File: config.mk
export PLATFORM = sky130hd
export DESIGN_NAME = linked_list_sched
export DESIGN_NICKNAME = d
export VERILOG_FILES = /design/src/rtl/linked_list_sched.sv
export SDC_FILE = /design/constraint.sdc
export NUM_CORES = 1
export LEC_CHECK = 0
export ABC_AREA = 0
export CORE_ASPECT_RATIO = 0.8
export CORE_MARGIN = 1
export CORE_UTILIZATION = 32
export CTS_BUF_LIST = sky130_fd_sc_hd__clkbuf_2
export DETAILED_ROUTE_END_ITERATION = 7
export PLACE_DENSITY_LB_ADDON = 0.25
export SETUP_SLACK_MARGIN = 0.1
export SLEW_MARGIN = 10
export SYNTH_ARGS = -nofsm -noshare
export SYNTH_HDL_FRONTEND = slang
export SYNTH_SLANG_ARGS = --single-unit
File: constraint.sdc
create_clock -name clk -period 1.43 [get_ports clk]
set_input_delay 0.286 -clock clk [delete_from_list [all_inputs] [get_ports clk]]
set_output_delay 0.286 -clock clk [all_outputs]
set_load 0.01 [all_outputs]
File: src/rtl/linked_list_sched.sv
// Push/pop scheduler for the shared linked_list_fifo: round-robin producer
// arbitration with a per-queue quota, and round-robin drain into one registered output.
module linked_list_sched #(
    parameter int WIDTH     = 4,
    parameter int DEPTH     = 2,
    parameter int NUM_FIFOS = 2,
    parameter int QUOTA     = DEPTH,
    parameter int SEL_WIDTH = $clog2(NUM_FIFOS),
    parameter int PTR_WIDTH = $clog2(DEPTH)
) (
    input  logic                       clk,
    input  logic                       rst_n,
    input  logic [NUM_FIFOS-1:0]       in_valid,
    input  logic [NUM_FIFOS*WIDTH-1:0] in_data,
    output logic [NUM_FIFOS-1:0]       in_ready,
    output logic                       ff_push,
    output logic [SEL_WIDTH-1:0]       ff_push_sel,
    output logic [WIDTH-1:0]           ff_data_in,
    output logic                       ff_pop,
    output logic [SEL_WIDTH-1:0]       ff_pop_sel,
    input  logic                       ff_full,
    input  logic [NUM_FIFOS-1:0]       ff_empty,
    input  logic [WIDTH-1:0]           ff_data_out,
    output logic                       out_valid,
    output logic [WIDTH-1:0]           out_data,
    output logic [SEL_WIDTH-1:0]       out_sel,
    input  logic                       out_ready
);

    localparam logic [PTR_WIDTH:0] QUOTA_C = QUOTA[PTR_WIDTH:0];

    logic [SEL_WIDTH-1:0] push_rr;
    logic [SEL_WIDTH-1:0] pop_rr;
    logic [PTR_WIDTH:0]   occ [NUM_FIFOS];

    logic [NUM_FIFOS-1:0] push_elig;
    logic [NUM_FIFOS-1:0] pop_elig;
    logic [NUM_FIFOS-1:0] pop_to;
    logic                 slot_free;
    logic                 push_hit;
    logic                 pop_hit;
    logic [SEL_WIDTH-1:0] push_g;
    logic [SEL_WIDTH-1:0] pop_g;

    function automatic logic [SEL_WIDTH-1:0] rr_idx(input logic [SEL_WIDTH-1:0] base,
                                                    input int offset);
        int sum;
        sum = int'(base) + offset;
        if (sum >= NUM_FIFOS) sum = sum - NUM_FIFOS;
        return sum[SEL_WIDTH-1:0];
    endfunction

    // Returns {found, index} of the first eligible queue starting at base.
    function automatic logic [SEL_WIDTH:0] rr_pick(input logic [NUM_FIFOS-1:0] elig,
                                                   input logic [SEL_WIDTH-1:0] base);
        logic [SEL_WIDTH:0]   result;
        logic [SEL_WIDTH-1:0] idx;
        result = '0;
        for (int k = 0; k < NUM_FIFOS; k++) begin
            idx = rr_idx(base, k);
            if (!result[SEL_WIDTH] && elig[idx]) result = {1'b1, idx};
        end
        return result;
    endfunction

    always_comb begin
        slot_free = ~out_valid | out_ready;
        for (int i = 0; i < NUM_FIFOS; i++) begin
            push_elig[i] = rst_n & in_valid[i] & (occ[i] < QUOTA_C) & ~ff_full;
            pop_elig[i]  = rst_n & ~ff_empty[i] & slot_free;
        end
        {push_hit, push_g} = rr_pick(push_elig, push_rr);
        {pop_hit, pop_g}   = rr_pick(pop_elig, pop_rr);
    end

    // NOTE: every output gets a default before the conditional overrides, so no latch is inferred.
    always_comb begin
        in_ready    = '0;
        pop_to      = '0;
        ff_push     = push_hit;
        ff_push_sel = '0;
        ff_data_in  = '0;
        ff_pop      = pop_hit;
        ff_pop_sel  = '0;
        if (push_hit) begin
            in_ready[push_g] = 1'b1;
            ff_push_sel      = push_g;
            ff_data_in       = in_data[int'(push_g)*WIDTH +: WIDTH];
        end
        if (pop_hit) begin
            pop_to[pop_g] = 1'b1;
            ff_pop_sel    = pop_g;
        end
    end

    // NOTE: sequential state uses non-blocking assignments so all registers see pre-edge values.
    always_ff @(posedge clk or negedge rst_n) begin
        if (!rst_n) begin
            push_rr   <= '0;
            pop_rr    <= '0;
            out_valid <= 1'b0;
            out_data  <= '0;
            out_sel   <= '0;
            // NOTE: occ is a handful of counters, not a RAM, so it is cleared element by element.
            for (int i = 0; i < NUM_FIFOS; i++) occ[i] <= '0;
        end else begin
            if (push_hit) push_rr <= rr_idx(push_g, 1);

            if (pop_hit) begin
                pop_rr    <= rr_idx(pop_g, 1);
                out_valid <= 1'b1;
                out_data  <= ff_data_out;
                out_sel   <= pop_g;
            end else if (out_valid && out_ready) begin
                out_valid <= 1'b0;
            end

            for (int i = 0; i < NUM_FIFOS; i++) begin
                if (in_ready[i] && !pop_to[i])      occ[i] <= occ[i] + 1'b1;
                else if (pop_to[i] && !in_ready[i]) occ[i] <= occ[i] - 1'b1;
            end
        end
    end

endmodule

; Word-level counts from Yosys, hierarchy flattened
; Index checks and enable logic that the tools add are counted.
; W data, S select, Z words.
[totals]
wordCells = 104
input_bits = 20
output_inout_bits = 16
reg_bits = 12
[classes]
order_cmp = 16
shifts = 1
n_reduce_logical = 18
n_bitwise = 15
mux = 33
addsub = 14
[op_table]
columns = op, count
row1 = $mux W1, 20
row2 = $mux W2, 10
row3 = $lt A1 B2 Y1 const B, 6
row4 = $and A1 B1 Y1, 10
row5 = $logic_and A1 B1 Y1, 9
row6 = $add A1 B1 Y2 const B, 4
row7 = $ge A2 B2 Y1 const B, 4
row8 = $shiftx A8 B4 Y4, 1
row9 = $logic_not A1 Y1, 6
row10 = $reduce_bool A2 Y1, 3
row11 = $sub A1 B1 Y1 const B, 6
row12 = $add A2 B1 Y2 const B, 2
row13 = $ge A1 B2 Y1 const B, 2
row14 = $lt A2 B2 Y1 const B, 2
row15 = $mux W4, 1
row16 = $not A1 Y1, 4
row17 = $sub A2 B1 Y2 const B, 2
row18 = $demux W1 S1, 2
row19 = $ge A1 B1 Y1 const B, 2
row20 = $or A1 B1 Y1, 1

; Logic depth before layout (Yosys ltp)
[logic_depth]
depth_word = 18
mapped_depth = 8
ltp_nobuf = 8

; Least setup slack after synthesis
; Ideal clock, no wire load.
[synth_path]
kind = reg-to-reg
start = reg occ[1] (netlist bit)
end = reg occ[1] (netlist bit)
setup_ns = 0.125
period_less_slack_ns = 1.624
path_stages_with_launch = 8
required_ns = 1.305
n_path_buf = 0
path_slack_ns = -0.194
arrival_time_ns = 1.499
path_cell_list = dfrtp_1 > nor2b_1 > o21ai_1 > nor2_1 > ha_1 > xor2_1 > nor2_1 > xor2_1
[synth_via]
elab_chain_cells = 17
elab_cells_between_ends = 25
cone_classes = add/sub (2) / order compare (3) / mux (11) / bitwise (2) / reduce/logical (7)
[synth_rtl]
columns = item, line
row1 = start: declaration, 34  ; logic [PTR_WIDTH:0] occ [NUM_FIFOS];
row2 = start signal: indexed assignment, 119  ; if (in_ready[i] && !pop_to[i]) occ[i] <= occ[i] + 1'b1;
row3 = start signal: indexed assignment, 120  ; else if (pop_to[i] && !in_ready[i]) occ[i] <= occ[i] - 1'b1;
row4 = $lt A2 B2 Y1, 69  ; push_elig[i] = rst_n & in_valid[i] & (occ[i] < QUOTA_C) & ~ff_full;
row5 = $and A1 B1 Y1 (2 in a row), 69
row6 = $mux W1 (not written as such) (2 in a row), 61  ; if (!result[SEL_WIDTH] && elig[idx]) result = {1'b1, idx};
row7 = $mux W2, 61
row8 = $logic_not A1 Y1, 61
row9 = $logic_and A1 B1 Y1, 61
row10 = $mux W2, 61
row11 = $lt A1 B2 Y1 (not written as such) or $ge A1 B1 Y1 (tied branches), 86  ; in_ready[push_g] = 1'b1;
row12 = $logic_and A1 B1 Y1 (not written as such), 86
row13 = $mux W1 (not written as such), 86
row14 = $demux W1 S1, 86
row15 = $mux W2, 85  ; if (push_hit) begin
row16 = $logic_not A1 Y1, 120
row17 = $logic_and A1 B1 Y1, 120
row18 = $reduce_bool A2 Y1 (no line), n/a
; Parallel ways exist; a longest one is shown, timed or not. The select of a mux whose other input is x is not followed.
; A chain may end at the register's enable or synchronous reset.

; Worst setup path in the final report
[layout_path]
start = reg occ[3] (netlist bit)
end = reg occ[1] (netlist bit)
[layout_via]
elab_chain_cells = 17
elab_cells_between_ends = 22
cone_classes = order compare (3) / mux (10) / bitwise (2) / reduce/logical (7)
[layout_rtl]
columns = item, line
row1 = $lt A2 B2 Y1 *, 69
row2 = $and A1 B1 Y1 * (2 in a row), 69
row3 = $mux W1 (not written as such) (2 in a row), 61
row4 = $mux W2, 61
row5 = $logic_not A1 Y1, 61
row6 = $logic_and A1 B1 Y1, 61
row7 = $mux W2 *, 61
row8 = $lt A1 B2 Y1 (not written as such) or $ge A1 B1 Y1 (tied branches), 86
row9 = $logic_and A1 B1 Y1 (not written as such), 86
row10 = $mux W1 (not written as such), 86
row11 = $demux W1 S1, 86
row12 = $mux W2 *, 85
row13 = $logic_not A1 Y1, 120
row14 = $logic_and A1 B1 Y1, 120
row15 = $reduce_bool A2 Y1 (no line), n/a
; Mark *: on every way between the ends. The rest lies on a longest branch, timed or not. The select of a mux whose other input is x is not followed.

==> summary.md <==
| Metric | Value |
|---|---|
| Run status | complete, but fails checks |
| Violated checks | negative setup slack |
| Worst slew pin tran | slightly above 0.2 ns |
| Initial Util | 34.5% |
| Clock Skew | roughly 0.004 ns |
| Multi-input logic area | 442 sq um |
| Die Ht | 42.4 microns |
| Synth cell types | 22 |
| Worst slew margin | between 80% and 90% |
| Die area | 2230 sq um |
| WL per Instance | 13.1 microns |
| Maximum clock path buffer count | 2 |
| Switch share | between 30% and 40% |
| Number of global-route vias before repair | 693 |
| Hold Slack | 0.113 ns |
| Post-DP Area | 1160 sq um |
| Crit-path most repeated cell | xor2_1 |
| Final Cell Area | roughly 1300 sq um |
| Arr. time, crit path | approximately 1.9 ns |
| Fmax | 588 MHz |
| Share of the synthesized area in the top cell type | roughly 46% |
| TritonCTS clock tree | built |
| Worst vdd ir | 0.000693 V |
| Routability cong. | 0.734 |
| Via count | 705 |
| Leak | around 0.62 nW |
| Yosys reg bits | 12 |
| PwrDens | 1140 nW/um^2 |
| RSZ-0062 raised after global routing | yes |
| Storage element area | 300 sq um |
| PortBufs | 35 |
| Total gr overflow | 0 |
| Share of cells above drive strength 1 | 46.8% |
| Final net count | 149 |
| Crit path kind | register to register |
| Most frequent cells in the layout | buf_4, clkdlybuf4s50_1, dfrtp_1 |
| Slowest CP cell | dfrtp_1 |
| Final hold vios | 0 |
| Clock Latency Late Sink | 0.27 ns |
| Final Max Tran Viols | 0 |
| Syn Nets | 88 |
| CP startpoint | occ[3] |
| P_int | 0.000952 W |
| H-tree depth | 1 |
| Critical Path Source Type | register |
| Yosys top cell by area | dfrtp_1 |
| Ports | 36 |
| Clock transition at the registers of the reported paths | between 0.1 and 0.15 ns |
| Starting DRT DRC Count | 9 |
| Sequential share of the synthesized area | between 40% and 50% |
| Crit path largest cell delay | 0.40 ns |
| Crit Path Max Fanout | 5 |
| CP Capture Type | register |
| Pin count of the biggest net entering global routing | 8 |
| WP data required | 1.62 ns |
| Final HPWL DP | 1390 microns |
| Seq pwr share | 36.3% |
| Comb pwr share | 51.5% |
| Cts hold-fix bufs | 0 |
| Critical-path cell list | nand2b_4, o21ai_4, nor2_2, buf_6, ha_4, xor2_1, nor2_1, xor2_1 |
| Syn Area/Cell | 9.90 sq um |
| Final setup viols | 11 |
| Gr usage total | roughly 20% |
| Sw power | approximately 0.00052 W |
| Num rows | 14 |
| Final worst path period share | 119% |
| Tot Pwr | 0.00148 W |
| Antenna Nets Post-Route | 0 |
| Antenna violations before repair | 0 |
| Clock power share | 12.2% |
| Synth top area cells | dfrtp_1, mux2_2, nand2_1 |
| Reg-to-Reg Start | occ[3] |
| WL final | 1960 microns |
| 1st-pass router iterations | 4 |
| Yosys warns | 0 |
| Max-cap violations | 0 |
| Gate count after technology mapping | 66 |
| Drc violations | 0 |
| Fill cell count | 144 |
| Wire length of the first global-routing pass | 3140 microns |
| Hold Crit Class | input pin to async pin |
| Via-to-Cell Ratio | 4.70 |
| Setup WS post-layout | -0.270 ns |
| # diodes | 0 |
| Netlist Area Pre-Place | about 650 sq um |
| Core Footprint | 1890 sq um |
| Commonest non-fill, non-tap cell in the layout | buf_4 |
| Clk root buf | clkbuf_2 |
| Clock Sink Count | 12 |
| Area growth syn-to-layout | 98.1% |
| Final min period | 1.70 ns |
| CTS buffer count | 3 |
| Die width | 52.5 microns |
==> sequential cells by signal, summed over array words and instances (netlist names) <==
signal,flops
out_sel,1
out_valid,1
push_rr,1
pop_rr,1
out_data,4
occ,4
==> layer usage <==
layer	up-vias	global-route usage [%]	part of all wire, %
met5	-	0	0
met4	0	4.74	0.51
met3	2	5.43	3.5
met2	16	32.2	53
met1	341	25.4	43
li1	346	-	-
==> worst max-delay path, delay by kind of cell (launching register included) <==
kind | cells | cell delay [ns]
and+or+nand+nor | 3 | 0.38
xor gates and xnor gates | 2 | 0.35
DFF | 1 | 0.40
buffers and inverters | 1 | 0.13
AOI/OAI and AO/OA | 1 | 0.22
adders and majority gates | 1 | 0.15
==> cells by family after synthesis <==
family | synth area share [%]
mux | 6.90
xor+xnor | 8.05
fa+ha+maj | 3.83
compound gates | 11.5
simple gates | 19.7
buf+inv | 4.02
flops | 46.0
==> through the flow <==
step / std cells / utilization, % / setup TNS (ns) / setup slack, ns
global route: 150 / 68.4 / -2.55 / -0.334
finish: 150 / 68.4 / -1.72 / -0.270
global placement: 136 / 61.6 / -10.88 / -0.837
floorplan: 66 / - / -0.0741 / -0.0462
detailed placement: 136 / 61.6 / -10.95 / -0.838
CTS: 150 / 68.4 / -1.71 / -0.283
==> power groups by stage <==
| stage | Sequential, W | Combinational (W) | Clock, W |
|---|---|---|---|
| global placement | 0.000528 | 0.000659 | 0 |
| finish | 0.000536 | 0.000760 | 0.000180 |
| CTS | 0.000535 | 0.000758 | 0.000191 |
| global route | 0.000549 | 0.000809 | 0.000202 |
| detailed placement | 0.000535 | 0.000678 | 0 |
| floorplan | 0.000559 | 0.000304 | 0 |
==> worst paths after layout <==
kind / to / slack, ns / cells after the start
worst max-delay path: occ[1] / -0.27 / 8
worst min-delay path: occ[1] / 0.11 / 2
worst max register to register: occ[1] / -0.27 / 8
worst min register to register: out_sel / 0.49 / 1
max in group asynchronous: occ[3] / 0.94 / 4
min in group clk: out_sel / 0.49 / 1
==> final cells by class <==
type	count	share of cell area [%]
clock buffers	3	1.16
clock inverters	1	0.290
inverters	3	0.870
multi-input cells	50	34.1
flip-flops and latches	12	23.2
well taps	24	2.32
repair buffers	57	38.0
==> cell usage after synthesis <==
cell	number
nor2b_1	2
ha_1	2
xor2_1	4
xnor2_1	2
nand2b_4	1
and2b_1	1
nand3_2	1
nor2_1	7
a31oi_1	1
a21o_1	2
buf_4	2
nand3_1	1
a32o_1	1
o21ai_1	1
nand2b_1	2
o2111ai_1	1
dfrtp_1	12
nand2_1	11
o22ai_1	4
a21oi_1	1
mux2_2	4
inv_1	3
==> timing repair <==
action / CTS / global route
gates cloned: 1 / 0
endpoints found under the setup margin: 24 / 16
pin swaps: 10 / 10
resized for setup: 74 / 3
setup buffers: 10 / 2
Power figures use the tool's default switching activity.
